==> src/rtl/instr_fetch_pkg.sv <==
// Shared definitions for the accumulator CPU fetch front end: instruction
// field widths and positions, opcode encodings and small decode helpers.
package instr_fetch_pkg;

    // Instruction word layout: [15:10] opcode, [9:0] operand.
    localparam int IW_DEF      = 16;
    localparam int AW_DEF      = 10;
    localparam int OPC_W       = 6;
    localparam int OPR_W       = 10;
    localparam int OPC_LSB     = 10;
    localparam int OPR_LSB     = 0;
    localparam int IMM_W       = 8;

    typedef logic [OPC_W-1:0] opcode_t;
    typedef logic [OPR_W-1:0] operand_t;

    // Opcode encodings shared by fetch, execute and the assembler tables.
    localparam opcode_t OP_NOP  = 6'h00;
    localparam opcode_t OP_LDCA = 6'h01;
    localparam opcode_t OP_LDCB = 6'h02;
    localparam opcode_t OP_ADDA = 6'h03;
    localparam opcode_t OP_STA  = 6'h04;
    localparam opcode_t OP_JMP  = 6'h05;

    // Opcode field of an instruction word.
    function automatic opcode_t get_opcode(input logic [IW_DEF-1:0] word);
        return word[OPC_LSB +: OPC_W];
    endfunction

    // Operand field of an instruction word.
    function automatic operand_t get_operand(input logic [IW_DEF-1:0] word);
        return word[OPR_LSB +: OPR_W];
    endfunction

    // True when the word is an unconditional jump.
    function automatic logic is_jmp(input logic [IW_DEF-1:0] word);
        return get_opcode(word) == OP_JMP;
    endfunction

endpackage

==> src/rtl/fetch_next_addr.sv <==
// Combinational next-fetch-address selection for instr_fetch: priority mux
// (redirect > early jump > stall > sequential) plus the wrapping incrementer.
module fetch_next_addr #(
    parameter int AW = 10
) (
    input  logic          redirect_i,
    input  logic [AW-1:0] redirect_addr_i,
    input  logic          early_jmp_i,
    input  logic [AW-1:0] jmp_target_i,
    input  logic          stall_i,
    input  logic [AW-1:0] fpc_i,
    input  logic [AW-1:0] pc_i,
    output logic [AW-1:0] ip_o,
    output logic [AW-1:0] ip_inc_o
);

    // Pick the address the ROM should sample at the coming edge.
    always_comb begin
        ip_o = pc_i;
        if (redirect_i) begin
            ip_o = redirect_addr_i;
        end else if (early_jmp_i) begin
            ip_o = jmp_target_i;
        end else if (stall_i) begin
            // Re-read the presented word so Instr stays stable.
            ip_o = fpc_i;
        end
    end

    // Sequential successor; natural AW-bit overflow gives the wrap to 0.
    always_comb begin
        ip_inc_o = ip_o + {{(AW-1){1'b0}}, 1'b1};
    end

endmodule

==> src/rtl/instr_fetch.sv <==
// Fetch front end of the accumulator CPU. Drives the synchronous program ROM
// address, tracks the address of the word the ROM returns one clock later,
// and presents it to execute as opcode/operand with a valid strobe.
// Optional feature macro: FETCH_EARLY_JMP_EN resolves unconditional JMP
// inside fetch with no bubble; when undefined, JMP flows to execute.
module instr_fetch
    import instr_fetch_pkg::*;
#(
    parameter int IW = 16,
    parameter int AW = 10
) (
    input  logic             Clock,
    input  logic             Reset,
    output logic [AW-1:0]    Ip,
    input  logic [IW-1:0]    Instr,
    input  logic             Stall,
    input  logic             Redirect,
    input  logic [AW-1:0]    RedirectAddr,
    output logic             Valid,
    output logic [OPC_W-1:0] Opcode,
    output logic [OPR_W-1:0] Operand,
    output logic [AW-1:0]    Pc
);

    logic [AW-1:0] pc_q;
    logic [AW-1:0] pc_d;
    logic [AW-1:0] fpc_q;
    logic [AW-1:0] fpc_d;
    logic          fvld_q;
    logic          fvld_d;

    logic          early_jmp;
    logic [AW-1:0] jmp_target;
    logic [AW-1:0] ip_sel;
    logic [AW-1:0] ip_inc;

    assign jmp_target = Instr[AW-1:0];

`ifdef FETCH_EARLY_JMP_EN
    // A live JMP word steers the next fetch itself unless execute redirects.
    always_comb begin
        early_jmp = fvld_q & is_jmp(Instr) & ~Redirect;
    end
`else
    // JMP is presented like any other opcode; execute redirects for it.
    always_comb begin
        early_jmp = 1'b0;
    end
`endif

    fetch_next_addr #(
        .AW (AW)
    ) u_next_addr (
        .redirect_i      (Redirect),
        .redirect_addr_i (RedirectAddr),
        .early_jmp_i     (early_jmp),
        .jmp_target_i    (jmp_target),
        .stall_i         (Stall),
        .fpc_i           (fpc_q),
        .pc_i            (pc_q),
        .ip_o            (ip_sel),
        .ip_inc_o        (ip_inc)
    );

    // Next state: the presented word becomes the one just addressed. A
    // stall needs no special case because ip_sel is then fpc_q itself.
    always_comb begin
        fpc_d  = ip_sel;
        pc_d   = ip_inc;
        fvld_d = 1'b1;
    end

    // Fetch state, cleared immediately when Reset drops.
    always_ff @(posedge Clock or negedge Reset) begin
        if (!Reset) begin
            pc_q   <= '0;
            fpc_q  <= '0;
            fvld_q <= 1'b0;
        end else begin
            pc_q   <= pc_d;
            fpc_q  <= fpc_d;
            fvld_q <= fvld_d;
        end
    end

    // Outputs: address is pinned to 0 during reset so the first edge after
    // release fetches word 0; a redirect or early jump kills the word shown.
    always_comb begin
        Ip      = Reset ? ip_sel : '0;
        Valid   = fvld_q & ~Redirect & ~early_jmp;
        Opcode  = Instr[OPC_LSB +: OPC_W];
        Operand = Instr[OPR_LSB +: OPR_W];
        Pc      = fpc_q;
    end

endmodule

==> config.mk <==
export PLATFORM = sky130hd
export DESIGN_NAME = instr_fetch
export DESIGN_NICKNAME = d
export VERILOG_FILES = /design/src/rtl/instr_fetch_pkg.sv /design/src/rtl/fetch_next_addr.sv /design/src/rtl/instr_fetch.sv
export SDC_FILE = /design/constraint.sdc
export NUM_CORES = 1
export LEC_CHECK = 0
export BUFFER_PORTS_ARGS = -buffer_cell sky130_fd_sc_hd__buf_2
export CAP_MARGIN = 20
export CORE_MARGIN = 2
export CORE_UTILIZATION = 49
export CTS_BUF_LIST = sky130_fd_sc_hd__clkbuf_2
export DETAILED_ROUTE_END_ITERATION = 7
export PLACE_DENSITY_LB_ADDON = 0.12
export SLEW_MARGIN = 10
export SYNTH_ARGS = -nofsm -noshare
export SYNTH_HDL_FRONTEND = slang
export SYNTH_SLANG_ARGS = --single-unit
export TNS_END_PERCENT = 5
==> constraint.sdc <==
create_clock -name Clock -period 2.8 [get_ports Clock]
set_input_delay 0.28 -clock Clock [delete_from_list [all_inputs] [get_ports Clock]]
set_output_delay 0.28 -clock Clock [all_outputs]
set_load 0.1 [all_outputs]
==> impl_metrics.env <==
export IMPL_status="completed"
export IMPL_path_cells="dlygate4sd3_1 > buf_2 > nor2b_2 > buf_2"
export IMPL_dieHeight_um=53.62
export IMPL_met1_length_um=745
export IMPL_worst_r2r_path_depth=6
export IMPL_syn_area_mm2=0.001206
export IMPL_cts_resized=0
export IMPL_maxCapViolCount=0
export IMPL_ioPinCount=67
export IMPL_grt_pass1_wl_um=3339
export IMPL_synth_top_area_share_pct=43.57
export IMPL_core_area_mm2=0.002276
export IMPL_synthesis_nets=133
export IMPL_first_pass_iters=4
export IMPL_grt_pass1_vias=731
export IMPL_antenna_found_initial=0
export IMPL_clk_pin_slew_ns=0.20
export IMPL_final_max_slew_violation_count=0
export IMPL_arrival_ns=1.92
export IMPL_diodes=0
export IMPL_synth_top_cell_by_area="dfrtp_1"
export IMPL_synthCells=102
export IMPL_die_x_um=53.62
export IMPL_wl_um=1981
export IMPL_min_path_cells=2
export IMPL_crit_fanout=31
export IMPL_critPathRequiredTime_ns=2.52
export IMPL_powerDensity_mw_per_mm2=751.4
export IMPL_hpwlAfterDp_um=1508
export IMPL_hp_class="input port to flop"
export IMPL_highest_layer="met4"
export IMPL_syn_area_per_cell_um2=11.83
export IMPL_drc_errors=0
export IMPL_syn_to_final_growth_pct=6.950
export IMPL_finalHoldViolCount=0
export IMPL_post_dp_cell_area_mm2=0.001260
export IMPL_synth_cell_types=26
export IMPL_setup_violations=0
export IMPL_grt_usage_pct=16.56
export IMPL_final_common_cell="buf_2"
export IMPL_worst_hold_slack_ns=0.1474
export IMPL_crit_top_cell="buf_2"
export IMPL_cts_inserted_buffers=3
export IMPL_cts_root_buf="clkbuf_2"
export IMPL_rsz0062_at_grt="false"
export IMPL_drt_iter0_markers=7
export IMPL_vdd_drop_max_uv=505.3
export IMPL_fmax_ghz=0.4548
export IMPL_grt_ovfl_total=0
export IMPL_routedWlPerCell_um=13.21
export IMPL_period_needed_ns=2.199
export IMPL_skew_ns=0.009393
export IMPL_cts_htree_levels=1
export IMPL_worstSkewPairLatency_ns=0.33
export IMPL_yosys_warnings=0
export IMPL_met2_length_um=947
export IMPL_cp_slowest_stage_delay_ns=0.51
export IMPL_clock_path_buffers=2
export IMPL_cp_slowest_cell="dlygate4sd3_1"
export IMPL_worst_pin_slew_ns=0.5659
export IMPL_layout_common_cells="34 x buf_2, 21 x dfrtp_1, 8 x xnor2_1"
export IMPL_postCtsSetupBuffers=0
export IMPL_clkSinkCount=21
export IMPL_grt_max_degree=32
export IMPL_post_route_period_util_pct=78.53
export IMPL_nNetsFinal=154
export IMPL_start_util_pct=53.00
export IMPL_drive_gt1_share_pct=43.44
export IMPL_synth_seq_cells=21
export IMPL_routed_via_count=746
export IMPL_criticalPathCategory="input port to output port"
export IMPL_met3_length_um=196
export IMPL_setup_worst_path_start_class="input port"
export IMPL_synth_area_leaders="dfrtp_1 44%, buf_4 10%, mux2i_4 7.5%"
export IMPL_ant_nets=0
export IMPL_p_leak_nw=0.6435
export IMPL_end_kind="output port"
export IMPL_rows=17
export IMPL_tritoncts="yes"
export IMPL_finalInstanceArea_mm2=0.001290
export IMPL_port_buffers=34
export IMPL_maxSlewHeadroom_pct=62.27
export IMPL_routabilityCongestion=0.7352
export IMPL_yosysSeqAreaShare_pct=43.57
export IMPL_dieArea_mm2=0.002875
export IMPL_via_per_inst=4.973
==> through the flow <==
stage	cells	util, %	setup WS (ns)	setup TNS [ns]	power, mW
2_1_floorplan	102	-	-0.1193	-0.4467	0.8874
3_3_place_gp	145	55.36	0.8999	0	0.8459
3_5_place_dp	145	55.36	0.8663	0	0.8530
4_1_cts	150	56.68	0.5531	0	0.9797
5_1_grt	150	56.68	0.4488	0	1.025
6_report	150	56.68	0.6012	0	0.9693
==> repair_timing <==
action / CTS / global route
hold buffers: 1 / 0
setup endpoints to repair: 0 / 0
hold endpoints to repair: 21 / 0
==> cells in the mapped netlist (all sizes together) <==
master and count:
dfrtp 21, buf 19, mux2 7, nor2 1, nor2b 7, o21ai 2, nand4 2, a21oi 1
mux2i 10, and2 2, nand3 3, ha 1, conb 1, nand2 4, and2b 3, xnor2 8
nor3 2, inv 8
==> flip-flops by register name, indices dropped and copies added (netlist names) <==
| register | count |
|---|---|
| fvld_q | 1 |
| pc_q | 10 |
| Pc | 10 |
==> path summary, 6_finish.rpt <==
check / from / slack [ns] / endpoint
max: Reset / 0.60 / Ip[0]
max in group asynchronous: Reset / 1.99 / pc_q[7]
min: RedirectAddr[0] / 0.15 / pc_q[0]
max reg2reg: Pc[0] / 1.24 / pc_q[6]
min reg2reg: pc_q[0] / 0.63 / pc_q[0]
min in group asynchronous: Reset / 0.43 / Pc[4]
==> worst max-delay path: cells and delay by family <==
kind	cells	cell delay, ns
buffers and inverters	3	1.40
and+or+nand+nor	1	0.23
==> cell families (layout without fill, tap and decap cells) <==
group                      Yosys count  in the layout  synth area share, %
buffers and inverters               27             47                15.25
and+or+nand+nor                     24             24                12.55
DFF                                 21             21                43.57
muxes                               17             17                20.23
other                                1              1               0.3109
xor gates and xnor gates             8              8                5.809
adders and majority gates            1              1                1.037
AOI/OAI and AO/OA                    3              3                1.244
==> where the power goes <==
group | switching [mW] | internal [mW] | total [mW]
Combinational | 0.366 | 0.110 | 0.476
Sequential | 0.0170 | 0.351 | 0.368
Clock | 0.0932 | 0.0324 | 0.126
Total | 0.476 | 0.493 | 0.969
==> per-layer routing <==
metal,track usage [%],vias up
met5,0,-
met4,10.26,0
met3,2.778,17
met2,26.75,37
met1,20.69,340
li1,-,352
==> cell type report <==
cell class | instances | area (µm²)
Clock buffer | 3 | 15.01
Clock inverter | 1 | 5.005
Fill cell | 202 | 985.9
Inverter | 8 | 30.03
Multi-Input combinational cell | 54 | 499.2
Sequential cell | 21 | 525.5
Tap cell | 28 | 35.03
Timing Repair Buffer | 35 | 180.2
Note: power is estimated with default switching activity, not from simulation.
